### config.mk
export PLATFORM = sky130hd
export DESIGN_NAME = spi_proto_wrap_flat
export DESIGN_NICKNAME = d
export VERILOG_FILES = /design/src/rtl/spi_proto_wrap_if.sv /design/src/rtl/spi_proto_wrap.sv /design/src/flat_wrapper.sv
export SDC_FILE = /design/constraint.sdc
export NUM_CORES = 1
export LEC_CHECK = 0
export BUFFER_PORTS_ARGS = -buffer_cell sky130_fd_sc_hd__buf_2
export CAP_MARGIN = 10
export CORE_AREA = 10 10 164 166
export CTS_CLUSTER_SIZE = 16
export DETAILED_ROUTE_END_ITERATION = 16
export DIE_AREA = 0 0 174 176
export MAX_ROUTING_LAYER = met4
export PLACE_DENSITY_LB_ADDON = 0.08
export SLEW_MARGIN = 10
export SYNTH_ARGS = -nofsm -noshare
export SYNTH_HDL_FRONTEND = slang
export SYNTH_SLANG_ARGS = --single-unit
### constraint.sdc
create_clock -name clk -period 3.3 [get_ports clk]
set_input_delay 0 -clock clk [delete_from_list [all_inputs] [get_ports clk]]
set_output_delay 0 -clock clk [all_outputs]
set_load 0.1 [all_outputs]
### src/rtl/spi_proto_wrap_if.sv
// spi_proto_wrap_if: SPI byte-core and pw_* client signals bundled for the protocol wrapper.
interface spi_proto_wrap_if #(
    parameter int N_CLIENTS = 2
);
    logic                   sc_csn;
    logic [7:0]             sc_rx_data;
    logic                   sc_rx_stb;
    logic [7:0]             sc_tx_data;
    logic                   sc_tx_ack;
    logic [7:0]             pw_wdata;
    logic                   pw_wcmd;
    logic                   pw_wstb;
    logic                   pw_end;
    logic [N_CLIENTS-1:0]   pw_req;
    logic [N_CLIENTS-1:0]   pw_gnt;
    logic [8*N_CLIENTS-1:0] pw_rdata;
    logic [N_CLIENTS-1:0]   pw_rstb;
    logic                   tx_ovf;
    logic                   irq;

    modport slave (
        input  sc_csn, sc_rx_data, sc_rx_stb, sc_tx_ack, pw_req, pw_rdata, pw_rstb,
        output sc_tx_data, pw_wdata, pw_wcmd, pw_wstb, pw_end, pw_gnt, tx_ovf, irq
    );

    modport master (
        output sc_csn, sc_rx_data, sc_rx_stb, sc_tx_ack, pw_req, pw_rdata, pw_rstb,
        input  sc_tx_data, pw_wdata, pw_wcmd, pw_wstb, pw_end, pw_gnt, tx_ovf, irq
    );
endinterface

### src/rtl/spi_proto_wrap.sv
// spi_proto_wrap: MOSI bytes to pw_* write stream, response-path arbiter and MISO TX FIFO.
module spi_proto_wrap #(
    parameter int         N_CLIENTS = 2,
    parameter int         TX_DEPTH  = 16,
    parameter logic [7:0] FILL_BYTE = 8'h00
) (
    input logic             clk,
    input logic             rst,
    spi_proto_wrap_if.slave bus
);
    localparam int AW = $clog2(TX_DEPTH);
    localparam int GW = N_CLIENTS > 1 ? $clog2(N_CLIENTS) : 1;

    typedef enum logic {S_IDLE, S_GRANTED} state_t;

    state_t               r_state, w_state_nx;
    logic                 r_csn_d, r_first, r_wstb, r_wcmd, r_end, r_ovf, r_irq;
    logic [7:0]           r_wdata;
    logic [N_CLIENTS-1:0] r_gnt, w_gnt_nx;
    logic [GW-1:0]        r_gidx, w_gidx_nx;
    logic [AW:0]          r_wp, r_rp;
    logic [7:0]           r_mem [TX_DEPTH];
    logic                 w_fall, w_rise, w_first, w_stb_ok;
    logic                 w_empty, w_full, w_rstb_g, w_pop, w_push, w_drop;
    logic [7:0]           w_rdata_g;

    assign w_fall    = r_csn_d & ~bus.sc_csn;
    assign w_rise    = ~r_csn_d & bus.sc_csn;
    assign w_first   = r_first | w_fall;
    // A strobe coinciding with the csn rise still belongs to the closing transaction.
    assign w_stb_ok  = bus.sc_rx_stb & ~(bus.sc_csn & r_csn_d);
    assign w_empty   = r_wp == r_rp;
    assign w_full    = r_wp == {~r_rp[AW], r_rp[AW-1:0]};
    assign w_rstb_g  = |(bus.pw_rstb & r_gnt);
    assign w_rdata_g = bus.pw_rdata[8*r_gidx +: 8];
    assign w_pop     = bus.sc_tx_ack & ~w_empty;
    assign w_drop    = w_rstb_g & w_full & ~w_pop;
    assign w_push    = w_rstb_g & ~w_drop;

    always_ff @(posedge clk or posedge rst) begin
        if (rst) begin
            r_csn_d <= 1'b1;
            r_first <= 1'b0;
            r_wdata <= 8'h00;
            r_wstb  <= 1'b0;
            r_wcmd  <= 1'b0;
            r_end   <= 1'b0;
        end else begin
            r_csn_d <= bus.sc_csn;
            r_first <= w_first & ~w_stb_ok;
            r_wstb  <= w_stb_ok;
            r_wcmd  <= w_stb_ok & w_first;
            r_end   <= w_rise;
            if (w_stb_ok) r_wdata <= bus.sc_rx_data;
        end
    end

    always_ff @(posedge clk or posedge rst) begin
        if (rst) begin
            r_state <= S_IDLE;
            r_gnt   <= '0;
            r_gidx  <= '0;
        end else begin
            r_state <= w_state_nx;
            r_gnt   <= w_gnt_nx;
            r_gidx  <= w_gidx_nx;
        end
    end

    // Grants move only between transactions and only once the FIFO is drained.
    always_comb begin
        w_state_nx = r_state;
        w_gnt_nx   = r_gnt;
        w_gidx_nx  = r_gidx;
        if (r_state == S_IDLE) begin
            if (bus.sc_csn && w_empty && |bus.pw_req) begin
                w_state_nx = S_GRANTED;
                for (int i = N_CLIENTS - 1; i >= 0; i--) begin
                    if (bus.pw_req[i]) begin
                        w_gidx_nx = GW'(i);
                        w_gnt_nx  = N_CLIENTS'(1) << i;
                    end
                end
            end
        end else if (!bus.pw_req[r_gidx] && bus.sc_csn && w_empty) begin
            w_state_nx = S_IDLE;
            w_gnt_nx   = '0;
        end
    end

    always_ff @(posedge clk or posedge rst) begin
        if (rst) begin
            r_wp  <= '0;
            r_rp  <= '0;
            r_ovf <= 1'b0;
            r_irq <= 1'b0;
        end else begin
            if (w_push) r_wp <= r_wp + (AW+1)'(1);
            if (w_pop) r_rp <= r_rp + (AW+1)'(1);
            r_ovf <= w_drop | (r_ovf & ~w_fall);
            r_irq <= ~w_empty | |(bus.pw_req & r_gnt);
        end
    end

    always_ff @(posedge clk) begin
        if (w_push) r_mem[r_wp[AW-1:0]] <= w_rdata_g;
    end

    assign bus.sc_tx_data = w_empty ? FILL_BYTE : r_mem[r_rp[AW-1:0]];
    assign bus.pw_wdata   = r_wdata;
    assign bus.pw_wcmd    = r_wcmd;
    assign bus.pw_wstb    = r_wstb;
    assign bus.pw_end     = r_end;
    assign bus.pw_gnt     = r_gnt;
    assign bus.tx_ovf     = r_ovf;
    assign bus.irq        = r_irq;
endmodule

### src/flat_wrapper.sv
// flat-port wrapper written by rule: the top's interface ports become plain ports
module spi_proto_wrap_flat 
#(
    parameter int         N_CLIENTS = 2,
    parameter int         TX_DEPTH  = 16,
    parameter logic [7:0] FILL_BYTE = 8'h00
)
  (clk, rst, bus_sc_csn, bus_sc_rx_data, bus_sc_rx_stb, bus_sc_tx_ack, bus_pw_req, bus_pw_rdata, bus_pw_rstb, bus_sc_tx_data, bus_pw_wdata, bus_pw_wcmd, bus_pw_wstb, bus_pw_end, bus_pw_gnt, bus_tx_ovf, bus_irq);
  spi_proto_wrap_if #(.N_CLIENTS(N_CLIENTS)) bus_i ();
  input logic clk;
  input logic rst;
  input wire logic [$bits(bus_i.sc_csn)-1:0] bus_sc_csn;
  input wire logic [$bits(bus_i.sc_rx_data)-1:0] bus_sc_rx_data;
  input wire logic [$bits(bus_i.sc_rx_stb)-1:0] bus_sc_rx_stb;
  input wire logic [$bits(bus_i.sc_tx_ack)-1:0] bus_sc_tx_ack;
  input wire logic [$bits(bus_i.pw_req)-1:0] bus_pw_req;
  input wire logic [$bits(bus_i.pw_rdata)-1:0] bus_pw_rdata;
  input wire logic [$bits(bus_i.pw_rstb)-1:0] bus_pw_rstb;
  output wire logic [$bits(bus_i.sc_tx_data)-1:0] bus_sc_tx_data;
  output wire logic [$bits(bus_i.pw_wdata)-1:0] bus_pw_wdata;
  output wire logic [$bits(bus_i.pw_wcmd)-1:0] bus_pw_wcmd;
  output wire logic [$bits(bus_i.pw_wstb)-1:0] bus_pw_wstb;
  output wire logic [$bits(bus_i.pw_end)-1:0] bus_pw_end;
  output wire logic [$bits(bus_i.pw_gnt)-1:0] bus_pw_gnt;
  output wire logic [$bits(bus_i.tx_ovf)-1:0] bus_tx_ovf;
  output wire logic [$bits(bus_i.irq)-1:0] bus_irq;
  assign bus_i.sc_csn = bus_sc_csn;
  assign bus_i.sc_rx_data = bus_sc_rx_data;
  assign bus_i.sc_rx_stb = bus_sc_rx_stb;
  assign bus_i.sc_tx_ack = bus_sc_tx_ack;
  assign bus_i.pw_req = bus_pw_req;
  assign bus_i.pw_rdata = bus_pw_rdata;
  assign bus_i.pw_rstb = bus_pw_rstb;
  assign bus_sc_tx_data = bus_i.sc_tx_data;
  assign bus_pw_wdata = bus_i.pw_wdata;
  assign bus_pw_wcmd = bus_i.pw_wcmd;
  assign bus_pw_wstb = bus_i.pw_wstb;
  assign bus_pw_end = bus_i.pw_end;
  assign bus_pw_gnt = bus_i.pw_gnt;
  assign bus_tx_ovf = bus_i.tx_ovf;
  assign bus_irq = bus_i.irq;
  spi_proto_wrap #(.N_CLIENTS(N_CLIENTS), .TX_DEPTH(TX_DEPTH), .FILL_BYTE(FILL_BYTE)) u_core (.clk(clk), .rst(rst), .bus(bus_i));
endmodule
==> metrics <==
status completed; XOR/XNOR Fraction of Synth Area 2.10%; Final ANT Viol Nets 0; syn_nets 390; main combinational cell family by area after synthesis multiplexers; peak fanout along the critical path 35; # clock sinks 157; Max stage delay on crit path 630 ps; starting density of the core 27.2%; Critical-path top delay cell mux4_2; worst min path class in2reg; ys flop type edfxtp_1; Mapped Area 6480 µm²; Num CTS Buffers 17; DR iter-0 viols 184; antenna violations before repair 0; Cells after Synth 352; vias in the first global route 3936; H-tree levels 4; Layout area overhead 21.7%; Die H 176 µm; Final Net Count 468; Fin. Hold Viols 0; core area 23800 µm²; WL/cell 20.8 µm; WP buf/inv 2; Post-Synth Adder-Cell Area 0.965%; Leak 2.76 nW; crit end category primary output; WS Path Type reg2out; cells along the critical path buf_4, mux4_2, a22oi_1, a21oi_1, buf_2; Via density 4.47; Post-synth ARST share 18.5%; number of synthesized flops with an enable pin 128; die width 174 µm; dpl cell area 7110 µm²; post-synthesis sequential area ratio 70.5%; Total GRT Usage 11.2%; normalized max-slew margin 40.8%; pins over their slew limit 0; detailed-route wire length 16000 µm; Avg Synthesized Cell Area 18.4 µm²; RSZ-0062 raised after global routing false; ANT cells 0; Worst Skew 10.2 ps; critical path arrival 2650 ps; Worst-Margin Slew 887 ps; CTS tree built; port buffer count 55; fin crit share 80.4%; clk root buf clkbuf_16; via count 3430; fmax 0.377 GHz; Std-Cell Rows 57; IO Count 56; setup violators final 0; Clock Pin Slew Worst Setup and Hold Paths 70 ps; setup tns final 0 ps; DP Wirelength 10800 µm; first-pass GRT wire length 24700 µm; Clock Latency Late Sink 420 ps; pwr dens 1030 nW/µm²; multiplexer area fraction after synthesis 14.2%; Yosys reg bits 157; CP delay by family, top buffers and inverters; Worst EP required 3300 ps; layout cells sized above 1 35.2%; fin area 7890 µm²; Netlist cell types 44; Synth Area in Compound Gates 5.06%; Worst VDD drop 738 µV; Synth Area in Simple Gates 5.00%; GP Congestion 0.744; final critical-path required period 2650 ps; # fillers 2310; Remaining DRCs 0; Synth Warn # 0; drt first pass iters 4; largest net degree at the start of global routing 36; MaxCap Viol Count 0; die area 30600 µm²; GRT Residual Overflow 0; Clock Path Buffers 2; crit start category flop
-- metrics by stage --
| step | instances | hold WS (ps) | setup slack, ps | power (mW) | util, % |
|---|---|---|---|---|---|
| floorplan | 352 | 4.48 | 691 | 5.31 | - |
| global placement | 720 | 182 | 935 | 6.15 | 29.8 |
| detailed placement | 720 | 181 | 888 | 6.14 | 29.8 |
| CTS | 767 | 79.4 | 582 | 8.25 | 33.1 |
| global route | 767 | 154 | 430 | 8.56 | 33.1 |
| finish | 767 | 88.1 | 646 | 8.13 | 33.1 |
-- cell usage after synthesis, types with 4 or more instances --
cell	count	share of area (%)
and2_1	7	0.68
buf_2	5	0.39
nand3_1	5	0.39
edfxtp_1	128	59
mux2_2	18	3.1
ha_1	5	0.97
and3_1	13	1.3
a22oi_1	17	2.0
nand2_1	10	0.58
a21oi_1	13	1.0
mux4_2	32	11
xor2_1	6	0.81
o21ai_0	5	0.39
buf_4	4	0.46
inv_1	8	0.46
buf_1	4	0.23
dfrtp_1	28	11
xnor2_1	4	0.54
nor2b_1	4	0.39
-- layer usage --
metal  global-route usage [%]  vias up  share of wire (%)
li1                         -     1559                  -
met1                     14.3     1782                 46
met2                     17.4       79                 49
met3                     2.69       10                4.3
met4                     3.21        0               0.92
met5                        -        -                  0
-- final timing paths --
kind,startpoint,slack [ps],endpoint,cells after the start
max in group asynchronous,rst,2310,u_core.r_wp[1],4
setup / recovery,u_core.r_rp[0],650,bus_sc_tx_data[3],5
hold / removal,bus_pw_rstb[1],90,u_core.bus.tx_ovf,3
hold reg to reg,u_core.bus.tx_ovf,490,u_core.bus.tx_ovf,2
min in group asynchronous,rst,310,u_core.bus.pw_wdata[5],3
setup reg to reg,u_core.r_wp[2],910,u_core.r_mem[5][2],4
-- flip-flops by register name, indices dropped and copies added, names as in the netlist --
register / flops
u_core.bus.irq: 1
u_core.bus.pw_end: 1
u_core.bus.pw_gnt: 2
u_core.bus.pw_wcmd: 1
u_core.bus.pw_wdata: 8
u_core.bus.pw_wstb: 1
u_core.bus.tx_ovf: 1
u_core.r_csn_d: 1
u_core.r_first: 1
u_core.r_gidx: 1
u_core.r_mem: 128
u_core.r_rp: 5
u_core.r_state: 1
u_core.r_wp: 5
-- final cells by class --
cell class | count | area [µm²] | share of cell area (%)
Clock buffer | 17 | 425 | 5.39
Timing Repair Buffer | 77 | 478 | 6.06
Inverter | 8 | 30.0 | 0.381
Sequential cell | 157 | 4570 | 58.0
Tap cell | 324 | 405 | 5.14
Clock inverter | 15 | 204 | 2.59
Multi-Input combinational cell | 169 | 1770 | 22.5
-- placed cells by master (no fill, tap or decap), types with 3 or more instances in the layout --
cell type	synthesis	final
edfxtp_1	128	128
buf_2	5	55
mux4_2	32	32
dfrtp_1	28	27
mux2_2	18	18
a22oi_1	17	17
clkbuf_16	0	17
dlygate4sd3_1	0	15
a21oi_1	13	13
and3_1	13	13
nand2_1	10	10
inv_1	8	8
and2_1	7	7
buf_4	4	7
xor2_1	6	6
nand3_1	5	5
o21ai_0	5	5
ha_1	5	5
xnor2_1	4	4
nor2b_1	4	4
inv_6	0	4
xnor2_2	3	3
nor3_1	3	3
nor2_1	3	3
clkinvlp_4	0	3
bufinv_16	0	3
-- timing repair --
action	4_1_cts	5_1_grt
hold endpoints to repair	37	0
hold buffers	15	0
resized for setup	0	0
setup buffers	0	0
-- worst reg2reg max path: stages (launching register included) --
cell     delay (ps)
dfrtp_1         490
xnor2_2         190
and4_4          270
a21oi_2         480
and3_1          590
-- cells by family (layout without fill, tap and decap cells) --
family | after synthesis | in the layout
AOI/OAI and AO/OA | 45 | 45
xor gates and xnor gates | 13 | 13
adders and majority gates | 5 | 5
buffers and inverters | 26 | 117
DFF | 157 | 157
muxes | 50 | 50
and+or+nand+nor | 56 | 56
-- power by group --
group	total [mW]	switching, mW	internal (mW)
Combinational	3.28	2.35	0.933
Sequential	2.77	0.198	2.57
Clock	2.08	0.858	1.22
Total	8.13	3.41	4.72
No activity file was read; power rests on OpenSTA's default activity.
